===== src/rtl/swervolf_pkg.sv =====
// Shared definitions for the switch/button input debounce peripheral:
// register offsets, counter width and a byte-enable helper.
package swervolf_pkg;

  // Width of the per-input stability counter (holds up to 15 ticks).
  localparam int CNT_W = 4;

  // Word offsets (byte address bits [4:2]) of the peripheral registers.
  localparam logic [2:0] ADR_STATE = 3'd0;
  localparam logic [2:0] ADR_RISE  = 3'd1;
  localparam logic [2:0] ADR_FALL  = 3'd2;
  localparam logic [2:0] ADR_IRQEN = 3'd3;
  localparam logic [2:0] ADR_RAW   = 3'd4;

  // Expand the four Wishbone byte selects into a 32-bit bit mask.
  function automatic logic [31:0] byte_mask(input logic [3:0] sel);
    byte_mask = {{8{sel[3]}}, {8{sel[2]}}, {8{sel[1]}}, {8{sel[0]}}};
  endfunction

endpackage


===== src/rtl/swervolf_debounce_bit.sv =====
// One debounced input: two-flop synchroniser, tick-based stability counter
// and the accepted (debounced) state. Emits single-cycle rise/fall pulses in
// the cycle a change is accepted, so the register file can set its sticky
// flags on the same clock edge that updates the state.
module swervolf_debounce_bit
  import swervolf_pkg::*;
#(
  parameter int STABLE_TICKS = 8
) (
  input  logic clk_core,
  input  logic rstn,
  input  logic i_raw,
  input  logic i_tick,
  output logic o_sync,
  output logic o_state,
  output logic o_rise,
  output logic o_fall
);

  localparam logic [CNT_W-1:0] CNT_LAST = CNT_W'(STABLE_TICKS - 1);

  logic [1:0]       r_sync;
  logic             r_state;
  logic [CNT_W-1:0] r_cnt;
  logic             w_differ;
  logic             w_accept;

  // Bring the asynchronous pin into the clk_core domain.
  always_ff @(posedge clk_core or negedge rstn) begin
    // NOTE: non-blocking so both stages sample the pre-edge values and the
    // chain really is two flops deep.
    if (!rstn) begin
      r_sync <= '0;
    end else begin
      r_sync <= {r_sync[0], i_raw};
    end
  end

  assign w_differ = r_sync[1] ^ r_state;
  assign w_accept = w_differ & i_tick & (r_cnt == CNT_LAST);

  // Count ticks during which the synchronised input disagrees with the
  // debounced state; any return to agreement restarts the count.
  always_ff @(posedge clk_core or negedge rstn) begin
    // NOTE: every flop in this peripheral is a control/status register, so
    // all of them take the asynchronous reset; there is no storage array
    // that could be left unreset.
    if (!rstn) begin
      r_cnt   <= '0;
      r_state <= 1'b0;
    end else if (!w_differ) begin
      r_cnt <= '0;
    end else if (i_tick) begin
      if (r_cnt == CNT_LAST) begin
        r_state <= r_sync[1];
        r_cnt   <= '0;
      end else begin
        r_cnt <= r_cnt + CNT_W'(1);
      end
    end
  end

  assign o_sync  = r_sync[1];
  assign o_state = r_state;
  assign o_rise  = w_accept &  r_sync[1];
  assign o_fall  = w_accept & ~r_sync[1];

endmodule


===== src/rtl/swervolf_input_debounce.sv =====
// Switch/button input peripheral: shared debounce prescaler, one debounce
// slice per input, sticky edge registers, an interrupt mask and a 32-bit
// Wishbone classic responder for CPU access.
module swervolf_input_debounce
  import swervolf_pkg::*;
#(
  parameter int N_IN         = 21,
  parameter int PRESCALE     = 50000,
  parameter int STABLE_TICKS = 8
) (
  input  logic            clk_core,
  input  logic            rstn,
  input  logic [N_IN-1:0] i_in,
  input  logic [4:0]      i_wb_adr,
  input  logic [31:0]     i_wb_dat,
  input  logic [3:0]      i_wb_sel,
  input  logic            i_wb_we,
  input  logic            i_wb_cyc,
  input  logic            i_wb_stb,
  output logic [31:0]     o_wb_rdt,
  output logic            o_wb_ack,
  output logic            o_irq
);

  localparam int            PW         = (PRESCALE > 1) ? $clog2(PRESCALE) : 1;
  localparam logic [PW-1:0] PRESC_LAST = PW'(PRESCALE - 1);

  // Prescaler
  logic [PW-1:0]   r_presc;
  logic            w_tick;

  // Debounce slices
  logic [N_IN-1:0] w_sync;
  logic [N_IN-1:0] w_state;
  logic [N_IN-1:0] w_rise_p;
  logic [N_IN-1:0] w_fall_p;

  // Register file
  logic [N_IN-1:0] r_rise;
  logic [N_IN-1:0] r_fall;
  logic [N_IN-1:0] r_irqen;

  // Bus interface
  logic            r_ack;
  logic [31:0]     r_rdt;
  logic            r_irq;
  logic [2:0]      w_reg_sel;
  logic            w_access;
  logic            w_wr;
  logic [31:0]     w_byte_mask;
  logic [31:0]     w_wr_data;
  logic [N_IN-1:0] w_clr_rise;
  logic [N_IN-1:0] w_clr_fall;
  logic [31:0]     w_rd_data;
  logic            w_unused;

  // Free-running divider producing one tick every PRESCALE cycles.
  always_ff @(posedge clk_core or negedge rstn) begin
    if (!rstn) begin
      r_presc <= '0;
    end else if (r_presc == PRESC_LAST) begin
      r_presc <= '0;
    end else begin
      r_presc <= r_presc + PW'(1);
    end
  end

  assign w_tick = (r_presc == PRESC_LAST);

  for (genvar g = 0; g < N_IN; g++) begin : g_bit
    swervolf_debounce_bit #(
      .STABLE_TICKS(STABLE_TICKS)
    ) u_bit (
      .clk_core(clk_core),
      .rstn    (rstn),
      .i_raw   (i_in[g]),
      .i_tick  (w_tick),
      .o_sync  (w_sync[g]),
      .o_state (w_state[g]),
      .o_rise  (w_rise_p[g]),
      .o_fall  (w_fall_p[g])
    );
  end

  // A new access is one the responder has not yet acknowledged; the write
  // commits on the same edge that raises ack.
  assign w_reg_sel   = i_wb_adr[4:2];
  assign w_access    = i_wb_cyc & i_wb_stb & ~r_ack;
  assign w_wr        = w_access & i_wb_we;
  assign w_byte_mask = byte_mask(i_wb_sel);
  assign w_wr_data   = i_wb_dat & w_byte_mask;
  assign w_clr_rise  = (w_wr && (w_reg_sel == ADR_RISE)) ? w_wr_data[N_IN-1:0] : '0;
  assign w_clr_fall  = (w_wr && (w_reg_sel == ADR_FALL)) ? w_wr_data[N_IN-1:0] : '0;

  // Byte-address bits and data bits above N_IN carry no information here.
  assign w_unused = ^{i_wb_adr[1:0], w_wr_data};

  // Sticky edge flags: write-1-to-clear, with a same-cycle new edge winning.
  always_ff @(posedge clk_core or negedge rstn) begin
    if (!rstn) begin
      r_rise <= '0;
      r_fall <= '0;
    end else begin
      r_rise <= (r_rise & ~w_clr_rise) | w_rise_p;
      r_fall <= (r_fall & ~w_clr_fall) | w_fall_p;
    end
  end

  // Interrupt mask, updated byte-wise under the byte selects.
  always_ff @(posedge clk_core or negedge rstn) begin
    if (!rstn) begin
      r_irqen <= '0;
    end else if (w_wr && (w_reg_sel == ADR_IRQEN)) begin
      r_irqen <= (r_irqen & ~w_byte_mask[N_IN-1:0]) | w_wr_data[N_IN-1:0];
    end
  end

  // Read multiplexer, zero-extended to the bus width.
  always_comb begin
    // NOTE: default first so every path assigns w_rd_data and no latch forms;
    // unmapped offsets fall through to zero.
    w_rd_data = '0;
    case (w_reg_sel)
      ADR_STATE: w_rd_data = 32'(w_state);
      ADR_RISE:  w_rd_data = 32'(r_rise);
      ADR_FALL:  w_rd_data = 32'(r_fall);
      ADR_IRQEN: w_rd_data = 32'(r_irqen);
      ADR_RAW:   w_rd_data = 32'(w_sync);
      default:   w_rd_data = '0;
    endcase
  end

  // Single-cycle acknowledge with read data captured alongside it and held.
  always_ff @(posedge clk_core or negedge rstn) begin
    if (!rstn) begin
      r_ack <= 1'b0;
      r_rdt <= '0;
    end else begin
      r_ack <= i_wb_cyc & i_wb_stb & ~r_ack;
      if (w_access) begin
        r_rdt <= w_rd_data;
      end
    end
  end

  // Level interrupt for any enabled pending edge.
  always_ff @(posedge clk_core or negedge rstn) begin
    if (!rstn) begin
      r_irq <= 1'b0;
    end else begin
      r_irq <= |((r_rise | r_fall) & r_irqen);
    end
  end

  assign o_wb_ack = r_ack;
  assign o_wb_rdt = r_rdt;
  assign o_irq    = r_irq;

endmodule


===== config.mk =====
export PLATFORM = sky130hd
export DESIGN_NAME = swervolf_input_debounce
export DESIGN_NICKNAME = d
export VERILOG_FILES = /design/src/rtl/swervolf_pkg.sv /design/src/rtl/swervolf_debounce_bit.sv /design/src/rtl/swervolf_input_debounce.sv
export SDC_FILE = /design/constraint.sdc
export NUM_CORES = 1
export LEC_CHECK = 0
export CAP_MARGIN = 10
export CORE_MARGIN = 2
export CORE_UTILIZATION = 55
export DETAILED_ROUTE_END_ITERATION = 16
export GPL_ROUTABILITY_DRIVEN = 0
export PLACE_DENSITY = 0.86
export SYNTH_ARGS = -nofsm -noshare
export SYNTH_HDL_FRONTEND = slang
export SYNTH_SLANG_ARGS = --single-unit

===== constraint.sdc =====
create_clock -name clk_core -period 2.6 [get_ports clk_core]
set_input_delay 0.52 -clock clk_core [delete_from_list [all_inputs] [get_ports clk_core]]
set_output_delay 0.52 -clock clk_core [all_outputs]
set_load 0.02 [all_outputs]

Word-level counts from Yosys, hierarchy flattened
Cells that the tools add are included.
{ "totals": {"reg_bits": 260, "in_bits": 67, "out_inout_bits": 34} }
{ "classes": {"n_addsub": 22, "eq_ne": 47, "n_mux": 67, "bitwise_logic": 142, "n_reduce_logical": 26} }
{ "ops": {"columns": ["operator", "n"], "rows": [
  ["4-bit 2-to-1 mux", 63],
  ["21-bit bitwise AND", 5],
  ["21-bit case mux with 5 select lines", 1],
  ["1-bit bitwise AND", 87],
  ["4-bit by 1-bit adder with 4-bit output, second input constant", 21],
  ["4-bit by 3-bit equality test with 1-bit output, second input constant", 21],
  ["21-bit OR", 4],
  ["21-bit NOT", 3],
  ["3-bit AND reduction", 21],
  ["21-bit 2-to-1 mux", 2],
  ["2-bit inequality test, second input constant", 20],
  ["1-bit NOT", 22],
  ["21-bit OR reduction", 1],
  ["1-bit bitwise XOR", 21],
  ["16-bit by 1-bit adder with 16-bit output, second input constant", 1],
  ["16-bit equality test, second input constant", 1],
  ["16-bit 2-to-1 mux", 1],
  ["3-bit by 2-bit equality test with 1-bit output, second input constant", 2],
  ["3-bit by 1-bit equality test with 1-bit output, second input constant", 1],
  ["3-bit equality test, second input constant", 1],
  ["1-bit logical AND", 3],
  ["3-bit zero test", 1],
  ["2-bit by 1-bit inequality test with 1-bit output, second input constant", 1]
]} }

Depth between registers and ports, before layout
{ "logic_depth": {"depth_word": 8, "ltp_mapped": 8, "depth_no_buf": 5} }

By module
From an unflattened synthesis, not the netlist that was laid out.
{ "hier_totals": {"hier_cells": 1017, "hier_area_um2": 11483.5} }
{ "modules_own_cells": {"columns": ["mod", "instances", "cells_per_inst", "area_each_um2", "seq_area_each_um2"], "rows": [
  ["swervolf_debounce_bit (g_bit[10].u_bit ...)", 20, 27, 312.8, 175.2],
  ["swervolf_input_debounce", 1, 451, 4914.7, 2552.4],
  ["swervolf_debounce_bit (g_bit[0].u_bit)", 1, 26, 312.8, 175.2]
]} }

Worst setup path before layout
OpenSTA, ideal clock, no wires.
{ "synth_timing": {"path_kind": "reg-to-reg", "startpoint": "register r_presc[0]", "endpoint": "register g_bit[6].u_bit.r_state", "arrival_time_ns": 1.818, "t_required_ns": 2.475, "path_slack_ns": 0.657, "path_stages_with_launch": 7, "path_buffers": 1, "period_less_slack_ns": 1.943, "path_cell_list": "dfrtp_1 -> ha_1 -> and4_1 -> nand4_2 -> clkbuf_1 -> nor3_1 -> mux2_2"} }
{ "synth_via": {"elab_chain_len": 2} }
{ "synth_lines": {"columns": ["element", "line_no", "rtl"], "rows": [
  ["start, declared", "swervolf_input_debounce.sv:29", "logic [PW-1:0] r_presc;"],
  ["start signal, assigned", "swervolf_input_debounce.sv:64", "r_presc <= r_presc + PW'(1);"],
  ["16-bit equality test", "swervolf_input_debounce.sv:68", "assign w_tick = (r_presc == PRESC_LAST);"],
  ["3-bit AND reduction (no source line)", null, null],
  ["end signal, assigned", "swervolf_debounce_bit.sv:55", "r_state <= r_sync[1];"],
  ["end, declared", "swervolf_debounce_bit.sv:23", "logic r_state;"]
]} }
No other way between the ends.
A chain may end at the register's enable or synchronous reset.

Worst setup path after layout
{ "layout_timing": {"startpoint": "input i_wb_adr[3]", "endpoint": "register r_fall[15]"} }
{ "layout_via": {"elab_chain_len": 6} }
{ "layout_lines": {"columns": ["element", "line_no", "rtl"], "rows": [
  ["start, declared", "swervolf_input_debounce.sv:14", "input logic [4:0] i_wb_adr,"],
  ["3-bit by 2-bit equality test with 1-bit output", "swervolf_input_debounce.sv:93", "assign w_clr_fall = (w_wr && (w_reg_sel == ADR_FALL)) ? w_wr_data[N_IN-1:0] : '0;"],
  ["1-bit logical AND", "swervolf_input_debounce.sv:93", null],
  ["21-bit 2-to-1 mux", "swervolf_input_debounce.sv:93", null],
  ["21-bit NOT", "swervolf_input_debounce.sv:105", "r_fall <= (r_fall & ~w_clr_fall) | w_fall_p;"],
  ["21-bit bitwise AND", "swervolf_input_debounce.sv:105", null],
  ["21-bit OR", "swervolf_input_debounce.sv:105", null],
  ["end signal, assigned", "swervolf_input_debounce.sv:105", null],
  ["end, declared", "swervolf_input_debounce.sv:40", "logic [N_IN-1:0] r_fall;"]
]} }
No other way between the ends.

==> Implementation_results.wiki <==
{| class="wikitable"
! Metric !! Value
|-
| Max Cap Viol || 0
|-
| Setup crit start kind || input pin
|-
| Maximum achievable frequency || 422 MHz
|-
| Final setup vio count || 0
|-
| Congestion Overflow GR || 0
|-
| Measured slew at the worst slew-check pin || 0.969 ns
|-
| Layout cell share with drive strength beyond 1 || 10.5%
|-
| Syn Inst Count || 1,095
|-
| Required time worst endpoint || 2.99 ns
|-
| Cell taking the most area after synthesis || dfrtp_1
|-
| Distinct cells, synth || 40
|-
| First-pass GRT wire length || 45,200 um
|-
| Number of global-route vias before repair || around 9k
|-
| Top post-synthesis cells by area || dfrtp_1, o21ai_0, nand2_1, mux2_2, a21oi_1
|-
| Cells along the critical path || clkdlybuf4s50_1, buf_4, nor3b_2, buf_4, nand3_1, o21ai_0, o21ai_0
|-
| Minimum clock period || 2.37 ns
|-
| Max H-tree Level || 1
|-
| Syn Std Cell Area || 11,300 um^2
|-
| Overall power consumption || a little under 0.009 W
|-
| Outcome || finished, final reports clean
|-
| Post-place instance area || around 13,000 um^2
|-
| Footprint of the multi-input gates || ~4700 um^2
|-
| Clock tree from TritonCTS || built
|-
| Max Transition Viols Final || 0
|-
| Storage cell area || 6230 um^2
|-
| Mean post-synth cell area || a little over 10 um^2
|-
| Total number of yosys warnings || 0
|-
| Fill cell count || about 1.4k
|-
| Antenna Diode Count || 0
|-
| Effective utilization at floorplan || 56.0%
|-
| Final routed wirelength across all metal layers || 27,800 um
|-
| Number of hold violations in the final report || 0
|-
| Largest net degree at the start of global routing || 85
|-
| RSZ-0062 raised after global routing || false
|-
| Portion of the clock cycle consumed by the worst path in the final layout || between 90% and 100%
|-
| Worst min-delay path category || flip-flop to flip-flop
|-
| Clock skew after layout || 0.0113 ns
|-
| Cell with the most instances after synthesis || dfrtp_1
|-
| Slowest cell on crit path || clkdlybuf4s50_1
|-
| Antenna-violating nets left || 0
|-
| Sequential cell area fraction in the yosys report || 55.0%
|-
| Final core area utilization || between 60% and 70%
|-
| Buffer count from post-CTS setup fixing || 0
|-
| Initial drt markers || around 700
|-
| Inserted Clock Buffers || 27
|-
| Largest voltage drop on the vdd net || about 0.34 mV
|-
| Post-synth ARST share || between 90% and 100%
|-
| Port bufs || 75
|-
| Clock sink count || 249
|-
| Post-route DRC || 0
|-
| Die Outline Area || around 22,000 um^2
|-
| Post-detailed-route via-to-cell ratio || 6.10
|-
| Setup TNS Final || 0 ns
|-
| Vertical extent of the die || about 150 um
|-
| Most used flip-flop cell after synthesis || dfrtp_1
|-
| Number of synthesized flops with an enable pin || 0
|-
| Largest stage delay on the critical path || around 0.53 ns
|-
| Fraction of post-synthesis cell area in the top cell type by area || 55.0%
|-
| Critical Path Sink Type || flip-flop
|-
| Vias after detailed routing || 9,008
|-
| DP HPWL || 17,700 um
|-
| Hold Worst Slack || roughly 0.35 ns
|-
| CTS root buf || clkbuf_16
|-
| Register bit count reported by yosys || 249
|-
| Power per unit of standard cell area || 644 nW/um^2
|-
| Critical Path AT || between 2 and 3 ns
|-
| Global-route total usage across every layer || 25.6%
|-
| Clock network latency to the later pin of the worst-skew pair || 0.53 ns
|-
| Count of standard-cell rows || 52
|-
| Floorplan Core Area || 20,200 um^2
|-
| Routed wire per std cell || 18.8 um
|-
| Area growth from synthesis to layout || 18.4%
|-
| Critical-path maximum fanout || 17
|-
| Area of all placed cells without fillers || 13,400 um^2
|-
| Count of TritonRoute iterations in the first routing pass || 5
|-
| Number of buffer and inverter stages on the critical path || 3
|-
| Initial antenna violation count || 0
|-
| Worst slew slack as a fraction of its limit || between 30% and 40%
|-
| Total of cells resized after clock tree synthesis || 0
|-
| Delay-heaviest family, CP || buffers and inverters
|-
| Number of I/O pins || 101
|-
| Maximum buffer depth of the clock tree || 3
|-
| Most instantiated cells after synthesis || dfrtp_1, o21ai_0, nand2_1
|-
| Type of the worst setup path || input pin to flip-flop
|-
| Cell leakage power || between 5 and 6 nW
|-
| NumNets Final || 1,276
|-
| Die Width || ~150 um
|-
| Clk pin slew, worst setup/hold paths || around 0.060 ns
|}
## power breakdown
part	switching (W)	leakage, nW	internal [W]
combinational	0.000388	2.07	0.000306
clock	0.00155	0.452	0.00225
sequential	0.000122	3.23	0.00403
## flip-flops by register name (all words and copies together) (netlist names), named ones only
register             flops
g_bit.u_bit.o_state     21
r_presc                 16
o_irq                    1
g_bit.u_bit.r_cnt       84
o_wb_rdt                21
r_fall                  21
r_rise                  21
g_bit.u_bit.r_sync      42
o_wb_ack                 1
## routing by layer
metal  global-route usage [%]  part of all wire (%)  vias up
met5                        0                     0        -
met4                     11.7                   4.0        0
met3                     4.01                   7.0       79
met2                     44.1                    50      375
met1                     32.0                    39     4465
li1                         -                     -     4089
## cell usage in the layout (no fill, tap or decap), types with 11 or more instances in the layout
cell / Yosys / routed
o2bb2ai_1: 20 / 20
or4_1: 21 / 21
or3_1: 42 / 42
nand2_1: 130 / 130
nand2b_1: 28 / 28
buf_4: 11 / 22
ha_1: 22 / 22
a21oi_1: 85 / 85
a221oi_1: 20 / 20
nand4_1: 16 / 16
o21ai_0: 136 / 136
conb_1: 1 / 11
mux2_2: 42 / 42
xnor2_1: 16 / 16
nand3_1: 32 / 32
nor3_1: 14 / 13
inv_1: 46 / 46
nor2_1: 35 / 35
dfrtp_1: 249 / 249
mux2i_1: 20 / 20
clkdlybuf4s50_1: 0 / 74
and2_1: 14 / 14
clkbuf_16: 0 / 27
## area by class of cell
type | count | share of cell area [%]
sequential | 249 | 46.4
multi-input combinational | 757 | 35.1
timing repair buffer | 106 | 8.06
clock buffer | 34 | 5.60
tap | 270 | 2.52
inverter | 46 | 1.29
clock inverter | 15 | 1.02
## what timing repair did
| action | CTS | global route |
|---|---|---|
| endpoints found under the hold margin | 51 | 0 |
| hold buffers | 1 | 0 |
| setup endpoints to repair | 0 | 0 |
## logic make-up after synthesis
family,share of synthesized area [%]
AO/OA/AOI/OAI,14.2
XOR/XNOR,1.70
adder cells (fa/ha/maj),2.43
buffers and inverters,3.93
flip-flops,55.0
multiplexers,6.14
other,0.0331
AND/OR/NAND/NOR,16.6
## path summary, 6_finish.rpt
check	startpoint	endpoint	slack, ns	cells past startpoint
max in group asynchronous	rstn	g_bit[11].u_bit.r_sync[1]	1.34	3
setup reg to reg	r_presc[0]	g_bit[4].u_bit.o_state	0.34	6
hold reg to reg	g_bit[3].u_bit.r_sync[0]	g_bit[3].u_bit.r_sync[1]	0.35	0
setup / recovery	i_wb_adr[3]	r_fall[15]	0.23	7
min in group asynchronous	rstn	g_bit[14].u_bit.r_cnt[2]	0.51	2
hold / removal	g_bit[3].u_bit.r_sync[0]	g_bit[3].u_bit.r_sync[1]	0.35	0
## metrics by stage
stage / std cells / setup slack, ns
CTS: 1476 / 0.287
finish: 1477 / 0.231
global placement: 1426 / -0.0947
floorplan: 1105 / 0.657
global route: 1477 / 0.0990
detailed placement: 1426 / -0.161
Power figures use the tool's default switching activity.
==> edit, RTL diff (same flow settings) <==
Set the parameter `PRESCALE` to 200000 (it was 50000).
--- a/src/rtl/swervolf_input_debounce.sv
+++ b/src/rtl/swervolf_input_debounce.sv
@@ -5,7 +5,7 @@
   import swervolf_pkg::*;
 #(
   parameter int N_IN         = 21,
-  parameter int PRESCALE     = 50000,
+  parameter int PRESCALE     = 200000,
   parameter int STABLE_TICKS = 8
 ) (
   input  logic            clk_core,
Check against the original RTL: same outputs for any inputs over 4 cycles, from zero or initial values and one cycle with rstn low; that may be too few to reach the edited logic, so the function may still have changed.
==> edit against the unedited design <==
  * Count of clock-buffer cells in the layout is the same
  * Critical endpoint is now g_bit[12].u_bit.o_state$_DFFE_PN0P_
  * Combinational power is 2% higher
  * Utilization down 0.27 points
  * Design area grew 6.7%
  * Critical path type is now reg -> reg
  * Setup slack better by 29 ps
  * Synthesized cell count rose by 6.1%
  * Non-clock buffer count is 20 higher
  * Power rose by 2.0%
  * Sequential cell count rose by 2
  * Wire length is 13% higher
  * Synthesized area increased by 6.5%
  * Register-to-register slack worse by 80 ps
==> edit: results <==
{
  "clock_path_buffers": 3,
  "avgSynthCellArea_sq_um": 10.4,
  "path_max_fanout": 84,
  "numCtsBuffers": 25,
  "hold-worst-slack_ps": 347,
  "io_buffers": 75,
  "clk_latency_ps": 540,
  "wl_per_cell_microns": 20.2,
  "min_to": "g_bit[11].u_bit.r_sync[1]$_DFF_PN0_",
  "largestRegisters": "g_bit.u_bit.r_cnt x84, g_bit.u_bit.r_sync x42",
  "skew_ps": 20.2,
  "p_leak_nw": 6.31,
  "hold_path.class": "reg -> reg",
  "placed_area_sq_um": 13400,
  "place_inst": 1508,
  "peakVddDrop_mv": 0.438,
  "cts-root-buf": "clkbuf_16",
  "clk_pin_slew_ps": 70,
  "synth.yosys.seq_area_share_pct": 52.1,
  "setup.worst_path.end": "g_bit[12].u_bit.o_state$_DFFE_PN0P_",
  "antenna_cells": 0,
  "dr.pass1.iters": 5,
  "htree_levels": 1,
  "worstPathArrival_ps": 2760,
  "relSlewSlack_pct": 48.6,
  "r2r_start": "r_presc[13]$_DFF_PN0_",
  "stdcell_count": 1555,
  "cts_setup_buffers": 0,
  "vias_per_cell": 6.40,
  "pre_cts_slack_ps": 211,
  "critical_path_class": "reg -> reg",
  "yosysWarnings": 0,
  "grt_pass1_vias": 10100,
  "ys_types": 52,
  "final_nets": 1345,
  "hold_depth": 0,
  "track_usage_pct": 26.8,
  "outcome": "complete, no violations",
  "antenna_found_initial": 0,
  "reg2reg_depth": 5,
  "drtIter0Drc": 983,
  "dp_hpwl_microns": 20500,
  "layout-drive-gt1-share_pct": 12.2,
  "grt_max_degree": 85,
  "async_reset_ff_share_pct": 100,
  "min_period_over_period_pct": 90.0,
  "cts_resized": 0,
  "rrSetupSlack_ps": 260,
  "grt_pass1_wl_microns": 51100,
  "synthTopCellsByArea": "dfrtp_1, o21ai_0, mux2_2",
  "hp-start": "g_bit[11].u_bit.r_sync[0]$_DFF_PN0_",
  "drc": 0,
  "synth_common_cells": "dfrtp_1, o21ai_0, nand2_1"
}
-- edit: changes by cell type after synthesis, sizes merged, moves of 9 or more --
cell,before,now
nand2,130,73
nand3,32,70
nor2,35,55
o41ai,0,14
o311ai,0,15
clkbuf,29,40
a31oi,1,16
a41o,0,15
and3,2,11
or3,42,15
xor2,6,22
a21oi,85,57
-- edit: what timing repair did --
action,in CTS,in global routing
hold buffers,1,0
hold endpoints to repair,60,0
setup endpoints to repair,0,0
-- edit: critical path, stage by stage, from the launching register on --
cell	delay, ps
dfrtp_1	440
nor4b_1	550
nand3_2	170
buf_12	250
nor4_1	410
mux2_2	390
-- edit: power by group --
part           switching (W)  total, W  internal (W)
clock network        0.00153   0.00392       0.00239
registers           0.000124   0.00419       0.00406
logic               0.000400  0.000711      0.000310
-- edit: cell families after synthesis --
family                   after synthesis  share of synthesized area (%)
flip-flops                           251                           52.1
adder cells (fa/ha/maj)               22                           2.28
buffers and inverters                111                           3.98
AO/OA/AOI/OAI                        337                           17.9
multiplexers                          63                           5.77
other                                  1                         0.0311
XOR/XNOR                              36                           2.61
AND/OR/NAND/NOR                      341                           15.4
-- edit: per-layer routing --
layer	part of all wire, %	up-vias	wire, microns	GRT usage, %
li1	-	4475	-	-
met1	41	4884	12700	36.3
met2	47	512	14900	43.1
met3	8.7	86	2730	4.59
met4	3.4	0	1070	11.4
met5	0	-	0	0
-- edit: cell type report --
class	count	area [sq um]
Clock inverter	12	168
Multi-Input combinational cell	810	5380
Inverter	42	158
Sequential cell	251	6280
Clock buffer	34	739
Fill cell	1505	7360
Timing Repair Buffer	126	1250
Tap cell	280	350
